## src/rtl/dot_bus_arbiter.sv

```systemverilog
// Round-robin owner arbiter for a shared open-drain (wired-AND) line with turnaround gaps and a hold limit.
// Optional foreign-driver detection is built when DOTBUS_CONFLICT_CHK_EN is defined.
module dot_bus_arbiter #(
    parameter int N_REQ      = 4,
    parameter int TURNAROUND = 1,
    parameter int MAX_HOLD   = 16
) (
    input  logic                     clk,
    input  logic                     rst_n,
    input  logic [N_REQ-1:0]         req_i,
    input  logic                     bus_i,
    output logic [N_REQ-1:0]         grant_o,
    output logic [N_REQ-1:0]         drive_en_o,
    output logic [$clog2(N_REQ)-1:0] owner_o,
    output logic                     busy_o,
    output logic                     timeout_o,
    output logic                     conflict_o
);

    localparam int OW = $clog2(N_REQ);
    localparam int HW = $clog2(MAX_HOLD + 1);
    localparam int TW = $clog2(TURNAROUND + 1);

    typedef enum logic [1:0] {
        IDLE = 2'd0,
        HOLD = 2'd1,
        TURN = 2'd2
    } state_t;

    state_t            state_q, state_d;
    logic [N_REQ-1:0]  grant_q, grant_d;
    logic [OW-1:0]     owner_q, owner_d;
    logic [HW-1:0]     hold_q, hold_d;
    logic [TW-1:0]     turn_q, turn_d;
    logic [OW-1:0]     rr_q, rr_d;
    logic [N_REQ-1:0]  mask_q, mask_d;
    logic              timeout_q, timeout_d;
    logic              conflict_q, conflict_d;

    logic [N_REQ-1:0]  req_ok;
    logic [N_REQ-1:0]  elig;
    logic [OW:0]       pick;

    // First eligible index at or after ptr, wrapping; MSB of the result flags a winner.
    function automatic logic [OW:0] rr_pick(input logic [N_REQ-1:0] el, input logic [OW-1:0] ptr);
        logic [OW:0]   res;
        logic [OW-1:0] ix;
        int            idx;
        res = '0;
        for (int k = N_REQ - 1; k >= 0; k--) begin
            idx = int'(ptr) + k;
            if (idx >= N_REQ) idx = idx - N_REQ;
            ix = OW'(idx);
            if (el[ix]) res = {1'b1, ix};
        end
        return res;
    endfunction

    // Unknown request levels never count as a request.
    always_comb begin
        req_ok = '0;
        for (int i = 0; i < N_REQ; i++) req_ok[i] = (req_i[i] === 1'b1);
    end

    assign elig = req_ok & ~mask_q;
    assign pick = rr_pick(elig, rr_q);

    always_comb begin
        state_d   = state_q;
        grant_d   = grant_q;
        owner_d   = owner_q;
        hold_d    = hold_q;
        turn_d    = turn_q;
        rr_d      = rr_q;
        timeout_d = 1'b0;
        mask_d    = mask_q & req_ok;
        case (state_q)
            IDLE: begin
                if (pick[OW]) begin
                    state_d = HOLD;
                    grant_d = N_REQ'(1) << pick[OW-1:0];
                    owner_d = pick[OW-1:0];
                    hold_d  = HW'(1);
                end
            end
            HOLD: begin
                if (!req_ok[owner_q] || (hold_q == HW'(MAX_HOLD))) begin
                    state_d = TURN;
                    grant_d = '0;
                    hold_d  = '0;
                    turn_d  = TW'(1);
                    rr_d    = (owner_q == OW'(N_REQ - 1)) ? '0 : owner_q + 1'b1;
                    if (req_ok[owner_q]) begin
                        timeout_d       = 1'b1;
                        mask_d[owner_q] = 1'b1;
                    end
                end else begin
                    hold_d = hold_q + 1'b1;
                end
            end
            TURN: begin
                if (turn_q == TW'(TURNAROUND)) state_d = IDLE;
                else                           turn_d  = turn_q + 1'b1;
            end
            default: begin
                state_d = IDLE;
                grant_d = '0;
            end
        endcase
    end

`ifdef DOTBUS_CONFLICT_CHK_EN
    // With every enable off the line must be released; a solid low means someone else drives it.
    assign conflict_d = conflict_q | ((state_q != HOLD) && (grant_q == '0) && (bus_i === 1'b0));
`else
    logic unused_bus;
    assign unused_bus = bus_i;
    assign conflict_d = 1'b0;
`endif

    always_ff @(posedge clk or negedge rst_n) begin
        if (!rst_n) begin
            state_q    <= IDLE;
            grant_q    <= '0;
            owner_q    <= '0;
            hold_q     <= '0;
            turn_q     <= '0;
            rr_q       <= '0;
            mask_q     <= '0;
            timeout_q  <= 1'b0;
            conflict_q <= 1'b0;
        end else begin
            state_q    <= state_d;
            grant_q    <= grant_d;
            owner_q    <= owner_d;
            hold_q     <= hold_d;
            turn_q     <= turn_d;
            rr_q       <= rr_d;
            mask_q     <= mask_d;
            timeout_q  <= timeout_d;
            conflict_q <= conflict_d;
        end
    end

    // Grant is cleared on release, so the enables float the line through TURN and IDLE.
    assign grant_o    = grant_q;
    assign drive_en_o = grant_q;
    assign owner_o    = owner_q;
    assign busy_o     = |grant_q;
    assign timeout_o  = timeout_q;
    assign conflict_o = conflict_q;

endmodule

```

## config.mk

```make
export PLATFORM = sky130hd
export DESIGN_NAME = dot_bus_arbiter
export DESIGN_NICKNAME = d
export VERILOG_FILES = /design/src/rtl/dot_bus_arbiter.sv
export SDC_FILE = /design/constraint.sdc
export NUM_CORES = 1
export LEC_CHECK = 0
export BUFFER_PORTS_ARGS = -buffer_cell sky130_fd_sc_hd__buf_2
export CORE_ASPECT_RATIO = 0.7
export CORE_UTILIZATION = 25
export DETAILED_ROUTE_END_ITERATION = 10
export GPL_TIMING_DRIVEN = 0
export PLACE_DENSITY = 0.41
export SLEW_MARGIN = 10
export SYNTH_ARGS = -nofsm -noshare
export SYNTH_HDL_FRONTEND = slang
export SYNTH_SLANG_ARGS = --single-unit
export TNS_END_PERCENT = 50
```

## constraint.sdc

```tcl
create_clock -name clk -period 3.2 [get_ports clk]
set_clock_uncertainty 0.1 [all_clocks]
set_input_delay 0.32 -clock clk [delete_from_list [all_inputs] [get_ports clk]]
set_output_delay 0.32 -clock clk [all_outputs]
set_load 0.01 [all_outputs]
```

==> reports/metrics.cfg <==
[worst_setup_path]
critical_path_arrival_ns=2.07
crit_type=register to register
cp-startpoint=mask_q[3]
worstRegToRegCells=4
reg2reg_to=owner_o[0]
crit_fanout=5
cp.required_ns=3.27
setup.worst_path.end_class=register
cp-start-kind=register
timing.rr.start=mask_q[3]
rrSetupSlack_ns=1.20

[floorplan]
die_h_um=61.19
core.rowCount=21
initial_core_util_pct=26.16
ioPinCount=20
dieArea_sq_um=5296
die_width_um=86.56
core-area_sq_um=4782

[synth]
netlist_instances=127
synth.distinct_cells=41
synth-simple-area-share_pct=24.50
synth_fp_nets=140
synth_compound_gate_area_share_pct=18.00
synthXorXnorAreaFrac_pct=0
synth_top_family_by_area=simple AND/OR/NAND/NOR gates
synth_top_flop_cell=dfrtp_1
ys_warn_count=0
synthAdderAreaFrac_pct=6.000
ys_seq_elements=21
syn-cell-area_sq_um=1251
async_reset_ff_share_pct=100.0
muxShareOfSynthArea_pct=3.800
synth-seq-area-share_pct=42.00
synth.avg_cell_area_sq_um=9.852
synth_edf_count=0

[min_path]
worstHoldPathCells=2
min_to=mask_q[0]
hp-class=input port to register
holdCritStartpoint=req_i[0]

[route]
wl_per_cell_um=12.70
finalWirelength_mm=2.768
viasPerCell=4.468
drt_iter0_drc=39
drt-pass1-iter-count=4
vias=974
drc=0
ant_nets=0

[outcome]
status=completed

[cells_and_area]
fin_area_sq_um=1481
diodes=0
areaGrowthSynthToFinish_pct=18.40
fin_cells=218
layout_common_cells=dfrtp_1 (21), buf_2 (17), nand2_1 (11), o21ai_0 (11)
drive_above_1_share_pct=22.15
finalNetCount=163
fin_util_pct=30.98
final_common_cell=dfrtp_1

[sta]
post-route-period-util_pct=62.43
fin_crit_ns=1.998
fin_ws_ns=1.202
relSlewSlack_pct=45.24
fmax_ghz=0.5005
final.setup.tns_ns=0
hold_slack_ns=0.2373
setup_violations=0
grt_setup_unrepaired=false
slew_viol_final=0
hold_viol_final=0
tightest_slew_ns=0.8007

[clock_tree]
clock_latency_ns=0.26
ctsResizeCount=0
htreeDepth=1
postCtsHoldBufs=1
cts_setup_buffers=0
root_buffer=clkbuf_8
numCtsBuffers=3
clk_pin_slew_worst_paths_ns=0.09
cts_buffer_depth=2
cts_tree=built
clock_sinks=21

[placement]
post-place-ws_ns=1.237
port_buffers=17
dpl_cell_area_sq_um=1423
dp.cells=213
dp_hpwl_mm=2.095
gp_congestion=0.7382

[pwr]
intPower_mw=0.6562
pwr-share-clk_pct=16.2
power_frac_comb_pct=47.1
power.switching_mw=0.4644
ir_drop_v=0.0002333
finalPower_mw=1.121
p_leak_nw=0.6733
swShare_pct=41.44
power.density_nw_per_um2=756.4
seqPwrFrac_pct=36.7

[run]
maxCapViolCount=0

[global_route]
grt_pass1_vias=929
antenna_found_initial=0
grt_pass1_wl_mm=4.705
grt-ovfl-total=0
grt_start_max_net_pins=22
grt.total_usage_pct=11.84

## kinds of logic (layout without fill, tap and decap cells)
kind of cell	after synthesis	after routing
simple gates	53	53
flops	21	21
compound gates	32	32
buf+inv	11	33
other cells	1	1
mux	3	3
fa+ha+maj	6	6
## Yosys cell counts, types with 2 or more instances
| master | instances | area share, % |
|---|---|---|
| dfrtp_1 | 21 | 42 |
| nand2_1 | 11 | 3.3 |
| o21ai_0 | 11 | 4.4 |
| ha_1 | 6 | 6.0 |
| nand3_1 | 6 | 2.4 |
| nor2_1 | 6 | 1.8 |
| buf_4 | 5 | 3.0 |
| nand2b_1 | 5 | 2.5 |
| nor2b_1 | 5 | 2.5 |
| a21oi_1 | 4 | 1.6 |
| a22o_1 | 4 | 2.8 |
| inv_1 | 4 | 1.2 |
| o211ai_1 | 3 | 1.8 |
| o31ai_1 | 3 | 1.8 |
| or3_1 | 3 | 1.5 |
| or4_1 | 3 | 1.8 |
| nand3b_1 | 2 | 1.2 |
| nor3b_1 | 2 | 1.2 |
## layout make-up
cell class,count,area [sq um]
timing repair buffer,18,95.09
multi-input combinational,95,658.1
sequential,21,525.5
fill,512,3301
inverter,4,15.01
clock buffer,3,41.29
clock inverter,1,7.507
tap,69,86.33
buffer,7,52.55
## per-layer routing
layer	wire length, um	global-route usage [%]	up-vias
li1	-	-	502
met4	10	1.429	0
met2	1093	17.91	18
met5	0	0	-
met1	1558	17.19	452
met3	106	3.619	2
## worst max-delay path: stages, from the launching register on
cell       delay [ns]
dfrtp_1          0.41
nand2b_1         0.23
a2111oi_0        0.76
o21ai_0          0.24
o211ai_1         0.16
## power by group through the flow
stage          sequential [mW]  clock [mW]  combinational [mW]
6_report                 0.412       0.181               0.528
4_1_cts                  0.414       0.189               0.534
2_1_floorplan            0.410           0               0.374
5_1_grt                  0.429       0.205               0.598
3_5_place_dp             0.418           0               0.531
3_3_place_gp             0.418           0               0.529
## state kept, by name, indices dropped and copies added, names as in the netlist
signal and flops:
owner_o 2, rr_q 2, drive_en_o 4, hold_q 5, mask_q 4, timeout_o 1
turn_q 1, state_q 2
## how the worst max path moves through the flow
stage          cells past startpoint    endpoint
2_1_floorplan                      4     rr_q[1]
3_3_place_gp                       4     rr_q[1]
3_5_place_dp                       4     rr_q[1]
4_1_cts                            4     rr_q[1]
5_1_grt                            4  owner_o[0]
6_report                           4  owner_o[0]
(Power assumes the default switching activity.)
